--- config.mk ---
export PLATFORM = sky130hd
export DESIGN_NAME = tilt_move_gen_flat
export DESIGN_NICKNAME = d
export VERILOG_FILES = /design/src/rtl/tilt_move_gen_if.sv /design/src/rtl/tilt_move_gen.sv /design/src/flat_wrapper.sv
export SDC_FILE = /design/constraint.sdc
export NUM_CORES = 1
export LEC_CHECK = 0
export ABC_AREA = 1
export BUFFER_PORTS_ARGS = -buffer_cell sky130_fd_sc_hd__buf_2
export CORE_AREA = 2 2 79 81
export CTS_CLUSTER_SIZE = 20
export DETAILED_ROUTE_END_ITERATION = 7
export DIE_AREA = 0 0 81 83
export PLACE_DENSITY = 0.65
export RECOVER_POWER = 100
export SYNTH_ARGS = -nofsm -noshare
export SYNTH_HDL_FRONTEND = slang
export SYNTH_SLANG_ARGS = --single-unit
--- constraint.sdc ---
create_clock -name clk -period 3.6 [get_ports clk]
set_input_delay 0.72 -clock clk [delete_from_list [all_inputs] [get_ports clk]]
set_output_delay 0.72 -clock clk [all_outputs]
set_load 0.02 [all_outputs]
--- src/rtl/tilt_move_gen_if.sv ---
// Tilt sample input and ball-control outputs of tilt_move_gen.
// Handshake: accel_x/accel_y are meaningful only in a cycle with sample_valid=1; there is no ready.
interface tilt_move_gen_if;
    logic [7:0] accel_x;
    logic [7:0] accel_y;
    logic       sample_valid;
    logic [3:0] movement;
    logic       update;
    logic [1:0] tilt_level;

    modport master (
        output accel_x, accel_y, sample_valid,
        input  movement, update, tilt_level
    );

    modport slave (
        input  accel_x, accel_y, sample_valid,
        output movement, update, tilt_level
    );
endinterface

--- src/rtl/tilt_move_gen.sv ---
// Turns accelerometer tilt samples into a debounced single-axis ball direction
// and a speed-scaled free-running update square wave.
module tilt_move_gen #(
    parameter int CLK_FREQUENCY_HZ     = 100000000,
    parameter int BASE_UPDATE_HZ       = 2000,
    parameter int DEADZONE             = 16,
    parameter int SIMULATE             = 0,
    parameter int SIMULATE_HALF_PERIOD = 4
) (
    input  logic            clk,
    input  logic            reset,
    tilt_move_gen_if.slave  bus,
    output logic [1:0]      state_dbg
);
    localparam int HB_RAW = (SIMULATE == 1) ? SIMULATE_HALF_PERIOD
                                            : CLK_FREQUENCY_HZ / (2 * BASE_UPDATE_HZ);
    localparam int HB     = (HB_RAW < 1) ? 1 : HB_RAW;
    localparam int HB2    = ((HB >> 1) < 1) ? 1 : (HB >> 1);
    localparam int HB4    = ((HB >> 2) < 1) ? 1 : (HB >> 2);
    localparam int CW     = $clog2(HB + 1);

    localparam logic [CW-1:0] HP_BASE = CW'(HB);
    localparam logic [CW-1:0] HP_HALF = CW'(HB2);
    localparam logic [CW-1:0] HP_QTR  = CW'(HB4);

    localparam logic [1:0] S_IDLE   = 2'd0;
    localparam logic [1:0] S_ARMED  = 2'd1;
    localparam logic [1:0] S_MOVING = 2'd2;

    localparam logic [3:0] DIR_NONE  = 4'b0000;
    localparam logic [3:0] DIR_UP    = 4'b0001;
    localparam logic [3:0] DIR_DOWN  = 4'b0010;
    localparam logic [3:0] DIR_LEFT  = 4'b0100;
    localparam logic [3:0] DIR_RIGHT = 4'b1000;

    logic [1:0]    state_q, state_d;
    logic [3:0]    cand_q, cand_d;
    logic [3:0]    movement_q, movement_d;
    logic [1:0]    tilt_level_q, tilt_level_d;
    logic [CW-1:0] cnt_q, cnt_d;
    logic          update_q, update_d;

    logic [6:0]    ax, ay, mag;
    int            mag_i;
    logic [3:0]    dir;
    logic [1:0]    level;
    logic [CW-1:0] hp;

    // -128 has no positive 8-bit counterpart, so it saturates to 127.
    function automatic logic [6:0] abs_sat(input logic [7:0] v);
        logic [7:0] neg;
        neg = 8'd0 - v;
        if (v == 8'h80)
            return 7'd127;
        else if (v[7])
            return neg[6:0];
        else
            return v[6:0];
    endfunction

    always_comb begin
        ax    = abs_sat(bus.accel_x);
        ay    = abs_sat(bus.accel_y);
        mag   = (ax >= ay) ? ax : ay;
        mag_i = int'(mag);
        dir   = DIR_NONE;
        level = 2'd0;
        if (mag_i > DEADZONE) begin
            // Ties go to the X axis so a diagonal never produces two bits.
            if (ax >= ay)
                dir = (!bus.accel_x[7] && bus.accel_x != 8'd0) ? DIR_RIGHT : DIR_LEFT;
            else
                dir = (!bus.accel_y[7] && bus.accel_y != 8'd0) ? DIR_DOWN : DIR_UP;
            if (mag_i <= 2 * DEADZONE)
                level = 2'd1;
            else if (mag_i <= 4 * DEADZONE)
                level = 2'd2;
            else
                level = 2'd3;
        end
    end

    always_comb begin
        state_d      = state_q;
        cand_d       = cand_q;
        movement_d   = movement_q;
        tilt_level_d = tilt_level_q;
        if (bus.sample_valid) begin
            case (state_q)
                S_IDLE: begin
                    if (dir != DIR_NONE) begin
                        state_d = S_ARMED;
                        cand_d  = dir;
                    end
                end
                S_ARMED: begin
                    if (dir == DIR_NONE) begin
                        state_d = S_IDLE;
                    end else if (dir == cand_q) begin
                        state_d      = S_MOVING;
                        movement_d   = dir;
                        tilt_level_d = level;
                    end else begin
                        cand_d = dir;
                    end
                end
                S_MOVING: begin
                    if (dir == movement_q) begin
                        tilt_level_d = level;
                    end else if (dir == DIR_NONE) begin
                        state_d      = S_IDLE;
                        movement_d   = DIR_NONE;
                        tilt_level_d = 2'd0;
                    end else begin
                        state_d      = S_ARMED;
                        cand_d       = dir;
                        movement_d   = DIR_NONE;
                        tilt_level_d = 2'd0;
                    end
                end
                default: begin
                    state_d      = S_IDLE;
                    movement_d   = DIR_NONE;
                    tilt_level_d = 2'd0;
                end
            endcase
        end
    end

    // The >= compare cuts a half-period short when the level rises mid-count.
    always_comb begin
        case (tilt_level_q)
            2'd2:    hp = HP_HALF;
            2'd3:    hp = HP_QTR;
            default: hp = HP_BASE;
        endcase
        cnt_d    = cnt_q + 1'b1;
        update_d = update_q;
        if (cnt_q >= hp - 1'b1) begin
            cnt_d    = '0;
            update_d = ~update_q;
        end
    end

    always_ff @(posedge clk) begin
        if (!reset) begin
            state_q      <= S_IDLE;
            cand_q       <= DIR_NONE;
            movement_q   <= DIR_NONE;
            tilt_level_q <= 2'd0;
            cnt_q        <= '0;
            update_q     <= 1'b0;
        end else begin
            state_q      <= state_d;
            cand_q       <= cand_d;
            movement_q   <= movement_d;
            tilt_level_q <= tilt_level_d;
            cnt_q        <= cnt_d;
            update_q     <= update_d;
        end
    end

    assign bus.movement   = movement_q;
    assign bus.tilt_level = tilt_level_q;
    assign bus.update     = update_q;
    assign state_dbg      = state_q;
endmodule
--- src/flat_wrapper.sv ---
// flat-port wrapper written by rule: the top's interface ports become plain ports
module tilt_move_gen_flat 
#(
    parameter int CLK_FREQUENCY_HZ     = 100000000,
    parameter int BASE_UPDATE_HZ       = 2000,
    parameter int DEADZONE             = 16,
    parameter int SIMULATE             = 0,
    parameter int SIMULATE_HALF_PERIOD = 4
)
  (clk, reset, state_dbg, bus_accel_x, bus_accel_y, bus_sample_valid, bus_movement, bus_update, bus_tilt_level);
  tilt_move_gen_if bus_i ();
  input  logic clk;
  input  logic reset;
  output logic [1:0] state_dbg;
  input wire logic [$bits(bus_i.accel_x)-1:0] bus_accel_x;
  input wire logic [$bits(bus_i.accel_y)-1:0] bus_accel_y;
  input wire logic [$bits(bus_i.sample_valid)-1:0] bus_sample_valid;
  output wire logic [$bits(bus_i.movement)-1:0] bus_movement;
  output wire logic [$bits(bus_i.update)-1:0] bus_update;
  output wire logic [$bits(bus_i.tilt_level)-1:0] bus_tilt_level;
  assign bus_i.accel_x = bus_accel_x;
  assign bus_i.accel_y = bus_accel_y;
  assign bus_i.sample_valid = bus_sample_valid;
  assign bus_movement = bus_i.movement;
  assign bus_update = bus_i.update;
  assign bus_tilt_level = bus_i.tilt_level;
  tilt_move_gen #(.CLK_FREQUENCY_HZ(CLK_FREQUENCY_HZ), .BASE_UPDATE_HZ(BASE_UPDATE_HZ), .DEADZONE(DEADZONE), .SIMULATE(SIMULATE), .SIMULATE_HALF_PERIOD(SIMULATE_HALF_PERIOD)) u_core (.clk(clk), .reset(reset), .bus(bus_i), .state_dbg(state_dbg));
endmodule
# Yosys cells after proc, flatten, opt, wreduce, memory -nomap -nowiden
# Cells that the tools add are included.
[totals]
regBits = 28
in_bits = 19
[classes]
add_sub_neg = 4
magnitude_cmp = 5
n_eq_ne = 15
mux = 33
bitwise = 3
n_reduce_logical = 15
[ops]
columns = ["cell", "n"]
rows = [
  ["$mux 4", 11],
  ["$mux 7", 5],
  ["$pmux 15 s2", 1],
  ["$pmux 4 s3", 2],
  ["$mux 2", 10],
  ["$eq 8x8->1 const B", 2],
  ["$reduce_bool 8->1", 2],
  ["$add 15x1->15 const B", 1],
  ["$ge 15x15->1", 1],
  ["$sub 15x1->15 const B", 1],
  ["$sub 1x7->7 const A", 2],
  ["$pmux 2 s3", 2],
  ["$eq 4x4->1", 2],
  ["$ne 2x2->1 const B", 4],
  ["$reduce_and 4->1", 2],
  ["$ge 7x7->1", 1],
  ["$gt 7x5->1 const B", 1],
  ["$le 7x6->1 const B", 1],
  ["$le 7x7->1 const B", 1],
  ["$reduce_and 7->1", 1],
  ["$eq 2x2->1 const B", 3],
  ["$reduce_and 5->1", 1],
  ["$logic_not 4->1", 1],
  ["$ne 2x1->1 const B", 2],
  ["other kinds (10)", 15],
]

# Longest topological paths before layout
# Gate-level depths: netlist (run 1).
[depth]
word_depth = 12
mapped_depth = 32
mapped_depth_nobuf = 31

# Least setup slack after synthesis (run 1)
# OpenSTA, ideal clock, no wires.
[synth_timing]
path_kind = "in2reg"
start = "input bus_accel_y[0]"
end = "register u_core.movement_q[2] (netlist: u_core.bus.movement[2])"
setup_ns = 0.113
arrival_ns = 3.404
required_time_ns = 3.487
setup_slack_ns = 0.083
stages = 27
cell_sequence = "inv_1 ha_1 nand2_1 nor2_2 nand2_1 nand2_1 inv_1 ha_1 a21oi_1 o21ai_0 a21oi_1 nand2_1 nand2_1 nor2_1 nand2_2 buf_6 nand2_2 nand2_1 nand2_1 nor2_2 nand2_2 nand2_4 nand2_2 nor2_4 nand2_1 nand2_1 nor2_1"
[synth_between]
elab_chain_len = 10
word_cells_on_any_way = 22
[synth_rtl]
columns = ["element", "line_no", "rtl"]
rows = [
  ["start: declaration", "flat_wrapper.sv:16", "input wire logic [$bits(bus_i.accel_y)-1:0] bus_accel_y;"],
  ["$sub 1x7->7", "tilt_move_gen.sv:52", "neg = 8'd0 - v;"],
  ["$mux 7", "tilt_move_gen.sv:55", "else if (v[7])"],
  ["$mux 7", "tilt_move_gen.sv:53", "if (v == 8'h80)"],
  ["$ge 7x7->1", "tilt_move_gen.sv:64, tilt_move_gen.sv:70", ""],
  ["$mux 7", "tilt_move_gen.sv:64", "mag = (ax >= ay) ? ax : ay;"],
  ["$gt 7x5->1", "tilt_move_gen.sv:68", "if (mag_i > DEADZONE) begin"],
  ["$mux 4 *", "tilt_move_gen.sv:68", ""],
  ["$eq 4x4->1, or another cell as far along", "tilt_move_gen.sv:108", "if (dir == movement_q) begin"],
  ["$ne 2x2->1 (no source line), or another cell as far along", "n/a", ""],
  ["$reduce_and 5->1 (no source line) / $pmux 4 s3 (equally long branches)", "n/a", ""],
  ["end signal: assignment", "tilt_move_gen.sv:156", "movement_q <= movement_d;"],
  ["end: declaration", "tilt_move_gen.sv:38", "logic [3:0] movement_q, movement_d;"],
]
# Every way passes the cells marked *; elsewhere a longest branch is shown, timed or not. The select of a mux whose other input is x is not followed.
# A chain may end at the register's enable or synchronous reset.

# Worst setup path in the final report (run 1)
[layout_timing]
start = "input bus_accel_y[0]"
end = "register u_core.movement_q[3] (netlist: u_core.bus.movement[3])"
# Same word-level chain as after synthesis.

==> impl_metrics.toml, run 1 <==
[power]
p_leak_nw = 1.73
ir_worst_vdd_mv = 0.280
powerDensity_mw_per_mm2 = 417

[grt]
grt_pass1_wl_um = 9590
grt_overflow = 0
grt_usage = 0.170
antenna_found_initial = 0
grt_max_degree = 17
grt_pass1_vias = 2361

[route]
drtIter0Drc = 111
vias = 2687
wl_per_cell_um = 10.5
routed_wl_um = 5870
via_per_inst = 4.79
first_pass_iters = 4
drtAntennaViolNets = 0
route.detailed.drc = 0

[cts]
clk_pin_slew_ns = 0.10
cts_tree = "yes"
htreeDepth = 1
holdBufCountCts = 0
cts_root_buf = "clkbuf_8"
clockBufferDepth = 2
clock_sinks = 28
clock_latency_ns = 0.28
numCtsBuffers = 3

[setup_path]
critPathRequiredTime_ns = 3.78
rr_startpoint = "u_core.bus.tilt_level[1]$_SDFFE_PN0P_"
cp_max_fo = 5
criticalPathCategory = "input pin to register"
start_kind = "input pin"
r2r_slack_ns = 0.71
cp-end-kind = "register"
cp.arrival_ns = 3.62
slowest_delay_ns = 0.26
cp_common_cell = "nand2_1"
reg2reg_depth = 11
r2r_end = "u_core.cnt_q[3]$_SDFF_PP0_"
crit_slowest_cell = "ha_4"

[floorplan]
fp.coreArea_sq_mm = 0.00582
num_rows = 28
start_util = 0.443
pin_count = 28
die_x_um = 81
die-height_um = 83
dieArea_sq_mm = 0.00672

[timing]
slew_headroom = 0.611
min_period_over_period = 0.958
fin_skew_ns = 0.00664
setup_viol = 0
max_freq_ghz = 0.290
period_needed_ns = 3.45
report.final.slew_viol_count = 0
hold_violations = 0
worst_pin_slew_ns = 0.569

[worst_hold_path]
hold_path_depth = 1
hp-class = "register to register"
hold_end = "u_core.cnt_q[0]$_SDFF_PP0_"
hold_start = "u_core.cnt_q[0]$_SDFF_PP0_"

[cells_and_area]
num_antenna_cells = 0
final_common_cell = "nand2_1"
drive_above_1_share = 0.288
nets = 534
utilization = 0.581
final_area_sq_mm = 0.00338
n_fill_cell = 578
layout_common_cells = "100 x nand2_1, 60 x nor2_1, 48 x inv_1, 40 x buf_4, 28 x dfxtp_1"
layout-area-overhead-vs-synth_pct = 31.1

[logic_synthesis]
synth-seq-cells = 28
synth_edf_count = 0
seq_area_frac_synth = 0.217
async_reset_ff_frac = 0
synthFlopType = "dfxtp_1"
synthCells = 418
syn_area_per_cell_sq_um = 6.17
ys_warn_count = 0
syn-cell-area_sq_mm = 0.00258
synth_nets = 465
ys_types = 36

[run_status]
status = "finished clean"

[place]
hpwl_um = 4490
place_area_sq_mm = 0.00302
port_buffers = 27
gp_congestion = 0.892

[job]
drv_cap = 0
## worst max-delay path: cells and delay by family
kind	cells	cell delay (ns)
AND/OR/NAND/NOR	22	1.94
buffers and inverters	6	0.56
adder cells (fa/ha/maj)	2	0.41
## cells in the mapped netlist, types with 2 or more instances
master | count | area share
a21oi_1 | 16 | 0.031
buf_4 | 2 | 0.0058
dfxtp_1 | 28 | 0.22
ha_1 | 28 | 0.14
inv_1 | 56 | 0.082
inv_2 | 3 | 0.0044
nand2_1 | 122 | 0.18
nand2_2 | 10 | 0.024
nand2_4 | 2 | 0.0087
nand3_1 | 29 | 0.056
nand3_2 | 2 | 0.0078
nand3b_1 | 3 | 0.0087
nand4_1 | 4 | 0.0097
nor2_1 | 63 | 0.092
nor2_2 | 5 | 0.012
nor2_4 | 3 | 0.013
nor3_1 | 2 | 0.0039
nor3b_1 | 5 | 0.015
o21ai_0 | 11 | 0.021
o21bai_1 | 2 | 0.0058
or2_2 | 2 | 0.0049
xor2_1 | 6 | 0.020
## final cells by class
class / count / area [sq um] / share of cell area
clock buffers: 3 / 41.3 / 0.0122
clock inverters: 1 / 30.0 / 0.00889
inverters: 59 / 221 / 0.0656
multi-input cells: 325 / 1970 / 0.584
flip-flops and latches: 28 / 561 / 0.166
well taps: 75 / 93.8 / 0.0278
repair buffers: 70 / 458 / 0.136
## power breakdown
part           total, W  internal, W  switching (W)
Combinational  0.000772     0.000323       0.000449
Sequential     0.000390     0.000350      0.0000393
Clock          0.000248     0.000149      0.0000988
## metal layers
layer,part of all wire,track usage,up-vias
met5,0,0,-
met4,0.0044,0.0200,0
met3,0.023,0.0261,4
met2,0.52,0.307,29
met1,0.45,0.215,1203
li1,-,-,1451
## registers in the layout, indices dropped and copies added, names as in the netlist
signal,flops
u_core.bus.tilt_level,2
u_core.cnt_q,15
u_core.bus.movement,4
u_core.cand_q,4
u_core.bus.update,1
u_core.state_dbg,2
## cells by family after synthesis
kind of cell,share of synthesized area
xor+xnor,0.0238
fa+ha+maj,0.136
compound gates,0.0748
flops,0.217
simple gates,0.443
buf+inv,0.105
## what timing repair did
action,CTS,global route
gates cloned,0,1
pin swaps,0,30
buffers inserted,0,7
resized for setup,2,64
endpoints found under the setup margin,12,12
## through the flow
stage | instances | hold WS, ns | worst slack [ns] | total power (W) | TNS, ns
2_1_floorplan | 418 | 0.430 | 0.0827 | 0.000873 | 0
3_3_place_gp | 549 | 0.451 | -0.310 | 0.00104 | -3.42
3_5_place_dp | 549 | 0.462 | -0.397 | 0.00106 | -4.31
4_1_cts | 553 | 0.487 | 0.0295 | 0.00132 | 0
5_1_grt | 561 | 0.529 | -0.0683 | 0.00153 | -0.504
6_report | 561 | 0.473 | 0.153 | 0.00141 | 0
## worst max-delay path by stage
stage                   start  slack [ns]                                   to
2_1_floorplan  bus_accel_y[0]        0.08  u_core.bus.movement[2]$_SDFFE_PN0P_
3_3_place_gp   bus_accel_y[1]       -0.31  u_core.bus.movement[2]$_SDFFE_PN0P_
4_1_cts        bus_accel_y[1]        0.03  u_core.bus.movement[2]$_SDFFE_PN0P_
6_report       bus_accel_y[0]        0.15  u_core.bus.movement[3]$_SDFFE_PN0P_
3_5_place_dp   bus_accel_y[1]       -0.40  u_core.bus.movement[2]$_SDFFE_PN0P_
5_1_grt        bus_accel_y[0]       -0.07  u_core.bus.movement[2]$_SDFFE_PN0P_
No activity file was read; power rests on OpenSTA's default activity.
==> run 2: changes to the inputs <==
--- a/config.mk
+++ b/config.mk
@@ -8,6 +8,7 @@
 export ABC_AREA = 1
 export BUFFER_PORTS_ARGS = -buffer_cell sky130_fd_sc_hd__buf_2
 export CORE_AREA = 2 2 79 81
+export CTS_BUF_LIST = sky130_fd_sc_hd__clkbuf_4 sky130_fd_sc_hd__clkbuf_8
 export CTS_CLUSTER_SIZE = 20
 export DETAILED_ROUTE_END_ITERATION = 7
 export DIE_AREA = 0 0 81 83
==> constraint.sdc (replaced) <==
create_clock -name clk -period 3.6 [get_ports clk]
set_input_delay 0.72 -clock clk [delete_from_list [all_inputs] [get_ports clk]]
set_output_delay 0.72 -clock clk [all_outputs]
set_load 0.005 [all_outputs]
==> impl_metrics.toml, run 2 (synthesized netlist as in run 1, its figures left out) <==
[run_status]
status = "finished clean"

[floorplan]
start_util = 0.443
die_x_um = 81
dieArea_sq_mm = 0.00672
die-height_um = 83
num_rows = 28
fp.coreArea_sq_mm = 0.00582
pin_count = 28

[grt]
grt_pass1_vias = 2361
grt_pass1_wl_um = 9590
antenna_found_initial = 0
grt_max_degree = 17
grt_usage = 0.170
grt_overflow = 0

[cells_and_area]
top_register = "u_core.cnt_q"
drive_above_1_share = 0.300
nets = 534
num_antenna_cells = 0
multi_input_area_sq_mm = 0.00197
layout_common_cells = "100 x nand2_1, 60 x nor2_1, 48 x inv_1, 40 x buf_4, 28 x dfxtp_1"
n_fill_cell = 572
layout-area-overhead-vs-synth_pct = 31.4
seq_area_sq_um = 561
largest_reg_flops = 15
final_area_sq_mm = 0.00339
final_common_cell = "nand2_1"

[timing]
setup_viol = 0
hold_violations = 0
period_needed_ns = 3.45
slew_headroom = 0.611
fin_skew_ns = 0.00693
setup_slack_ns = 0.152
worst_pin_slew_ns = 0.569
min_period_over_period = 0.958
max_freq_ghz = 0.290
report.final.slew_viol_count = 0

[cts]
htreeDepth = 1
clk_pin_slew_ns = 0.10
cts_root_buf = "clkbuf_8"
numCtsBuffers = 3
clockBufferDepth = 2
clock_latency_ns = 0.28
cts_tree = "yes"
holdBufCountCts = 0
clock_sinks = 28

[route]
via_per_inst = 4.79
vias = 2688
route.detailed.drc = 0
drtAntennaViolNets = 0
drtIter0Drc = 122
wl_per_cell_um = 10.5
routed_wl_um = 5880
first_pass_iters = 4

[setup_path]
slowest_delay_ns = 0.26
cp-end-kind = "register"
cp_max_fo = 5
start_kind = "input pin"
criticalPathCategory = "input pin to register"
cp.arrival_ns = 3.62
crit_slowest_cell = "ha_4"
cp_common_cell = "nand2_1"
critPathRequiredTime_ns = 3.78

[place]
place_ws_ns = -0.397
gp_congestion = 0.892
hpwl_um = 4490
port_buffers = 27
place_area_sq_mm = 0.00302

[worst_hold_path]
hp-class = "register to register"

[job]
drv_cap = 0

[power]
powerDensity_mw_per_mm2 = 410
p_leak_nw = 1.76
ir_worst_vdd_mv = 0.280
run 2: cell types whose count changed in the layout (fill, tap and decap cells not counted):
| cell | previous run | this run |
|---|---|---|
| buf_2 | 18 | 24 |
| clkbuf_1 | 9 | 3 |
run 2: final cells by class:
cell class,count,share of cell area
timing repair buffer,70,0.137
sequential,28,0.166
inverter,59,0.0654
tap,75,0.0277
clock buffer,3,0.0122
multi-input combinational,325,0.583
clock inverter,1,0.00887
run 2: where the power goes:
group | switching (W) | internal (W)
combinational | 0.000423 | 0.000328
clock | 0.0000991 | 0.000149
sequential | 0.0000389 | 0.000350
run 2: path summary, 6_finish.rpt:
| path | cells after the start | start | slack (ns) | end |
|---|---|---|---|---|
| setup reg to reg | 11 | u_core.bus.tilt_level[1]$_SDFFE_PN0P_ | 0.71 | u_core.cnt_q[3]$_SDFF_PP0_ |
| hold reg to reg | 1 | u_core.cnt_q[0]$_SDFF_PP0_ | 0.47 | u_core.cnt_q[0]$_SDFF_PP0_ |
| setup / recovery | 30 | bus_accel_y[0] | 0.15 | u_core.bus.movement[3]$_SDFFE_PN0P_ |
| hold / removal | 1 | u_core.cnt_q[0]$_SDFF_PP0_ | 0.47 | u_core.cnt_q[0]$_SDFF_PP0_ |
run 2: worst max-delay path: cells and delay by family:
kind	cells	cell delay, ns
and+or+nand+nor	22	1.95
adders and majority gates	2	0.41
buffers and inverters	6	0.56
run 2: per-stage QoR:
step                std cells  power (W)  TNS, ns  hold WS [ns]  utilization
finish                    561    0.00139        0         0.473        0.582
global route              561    0.00151   -0.503         0.529        0.582
CTS                       553    0.00129        0         0.487        0.532
detailed placement        549    0.00103    -4.31         0.462        0.519
global placement          549    0.00102    -3.42         0.451        0.519
floorplan                 418   0.000846        0         0.430            -
run 2: metal layers:
metal,share of wire,track usage,vias to the layer above
li1,-,-,1451
met1,0.45,0.215,1196
met2,0.52,0.307,37
met3,0.027,0.0261,4
met4,0.0044,0.0200,0
met5,0,0,-
run 2: what timing repair did:
action	in CTS	in global routing
cloned	0	1
resized for setup	2	64
pin swaps	0	30
endpoints found under the setup margin	12	12
setup buffers	0	7
==> run 3: changes to the inputs <==
--- a/config.mk
+++ b/config.mk
@@ -12,7 +12,6 @@
 export CTS_CLUSTER_SIZE = 20
 export DETAILED_ROUTE_END_ITERATION = 7
 export DIE_AREA = 0 0 81 83
-export PLACE_DENSITY = 0.65
 export RECOVER_POWER = 100
 export SYNTH_ARGS = -nofsm -noshare
 export SYNTH_HDL_FRONTEND = slang
==> constraint.sdc (replaced) <==
create_clock -name clk -period 3.45 [get_ports clk]
set_input_delay 0.69 -clock clk [delete_from_list [all_inputs] [get_ports clk]]
set_output_delay 0.69 -clock clk [all_outputs]
set_load 0.005 [all_outputs]
==> impl_metrics.toml, run 3 (synthesized netlist as in run 1, its figures left out) <==
[run_status]
status = "finished clean"

[cts]
holdBufCountCts = 0
clk_pin_slew_ns = 0.10
cts_tree = "yes"
cts_root_buf = "clkbuf_8"
clock_latency_ns = 0.28
clockBufferDepth = 2
htreeDepth = 1
clock_sinks = 28
numCtsBuffers = 3

[power]
p_leak_nw = 1.84
powerDensity_mw_per_mm2 = 422
power.total_w = 0.00153
swShare = 0.415
sequentialPowerShare = 0.267
comb_power_share = 0.559
switchingPower_w = 0.000633
pwr-share-clk = 0.174
ir_worst_vdd_mv = 0.226
p_int_w = 0.000892

[grt]
grt_pass1_wl_um = 10400
grt_overflow = 0
grt_pass1_vias = 2544
use_met1 = 0.232
grt_max_degree = 17
met3_usage = 0.0272
antenna_found_initial = 0
grt_usage = 0.183
grt.busiest_layer = "met2"
grtUsageMet2 = 0.329

[route]
via_per_inst = 4.81
vias = 2756
drtIter0Drc = 84
routed_wl_um = 6450
first_pass_iters = 4
route.detailed.drc = 0
drtAntennaViolNets = 0
wl_per_cell_um = 11.3

[timing]
finalHoldWorstSlack_ns = 0.482
report.final.slew_viol_count = 0
period_needed_ns = 3.35
tns_ns = 0
worst_pin_slew_ns = 0.654
max_freq_ghz = 0.298
fin_skew_ns = 0.00485
min_period_over_period = 0.971
slew_headroom = 0.564
setup_viol = 0
hold_violations = 0
rsz0062_at_grt = "true"

[cells_and_area]
layout_common_cells = "90 x nand2_1, 54 x nor2_1, 49 x buf_4, 45 x inv_1, 31 x nand2_2"
nets = 546
layout-area-overhead-vs-synth_pct = 40.1
num_antenna_cells = 0
instances_no_fill = 573
largest_reg_flops = 15
final_common_cell = "nand2_1"
drive_above_1_share = 0.359
top_register = "u_core.cnt_q"

[setup_path]
r2r_slack_ns = 0.63
cp_max_fo = 6
start_kind = "input pin"
crit_slowest_cell = "ha_4"
critical_path.top_delay_family = "simple AND/OR/NAND/NOR gates"
criticalPathCategory = "input pin to register"
critPathRequiredTime_ns = 3.64
slowest_delay_ns = 0.22
cp-end-kind = "register"
cp.arrival_ns = 3.54
worst-path-buf-inv = 5
cp_common_cell = "nand2_2"

[floorplan]
die-height_um = 83
start_util = 0.443
dieArea_sq_mm = 0.00672
pin_count = 28
num_rows = 28
fp.coreArea_sq_mm = 0.00582
die_x_um = 81

[place]
gp_congestion = 0.824
dp_cells = 559
port_buffers = 27
hpwl_um = 4520

[worst_hold_path]
hp-class = "register to register"

[job]
drv_cap = 0
run 3: cell types whose count changed in the layout (fill, tap and decap cells not counted), sizes merged:
cell | before | now
buf | 67 | 78
clkbuf | 6 | 7
run 3: power groups by stage:
stage | registers (W) | logic [W] | clock network, W
floorplan | 0.000406 | 0.000479 | 0
global placement | 0.000409 | 0.000667 | 0
detailed placement | 0.000411 | 0.000673 | 0
CTS | 0.000404 | 0.000716 | 0.000275
global route | 0.000417 | 0.000956 | 0.000286
finish | 0.000407 | 0.000852 | 0.000266
run 3: layer usage:
metal	vias to the layer above	wire, um
met5	-	0
met4	0	55
met3	10	182
met2	40	3300
met1	1232	2910
li1	1474	-
run 3: final timing paths:
path | endpoint | from | depth (start not counted)
min | u_core.cnt_q[0]$_SDFF_PP0_ | u_core.cnt_q[0]$_SDFF_PP0_ | 1
max reg2reg | u_core.cnt_q[2]$_SDFF_PP0_ | u_core.bus.tilt_level[1]$_SDFFE_PN0P_ | 14
max | u_core.bus.movement[0]$_SDFFE_PN0P_ | bus_accel_x[1] | 31
min reg2reg | u_core.cnt_q[0]$_SDFF_PP0_ | u_core.cnt_q[0]$_SDFF_PP0_ | 1
run 3: per-stage QoR:
step	instance area [sq um]	utilization	worst slack [ns]
finish	3610	0.621	0.0994
global route	3610	0.621	-0.113
CTS	3260	0.561	0.000458
detailed placement	3100	0.533	-0.487
global placement	3100	0.533	-0.460
floorplan	2580	-	0.00000333
run 3: area by class of cell:
class / count / area (sq um)
repair buffers: 82 / 572
well taps: 75 / 93.8
clock buffers: 3 / 41.3
fillers: 544 / 2200
clock inverters: 1 / 30.0
inverters: 59 / 226
multi-input cells: 325 / 2090
flip-flops and latches: 28 / 561
run 3: timing repair:
| item | 4_1_cts | 5_1_grt |
|---|---|---|
| pin swaps | 15 | 45 |
| gates resized for setup | 18 | 86 |
| setup buffers | 3 | 7 |
| setup endpoints to repair | 12 | 12 |
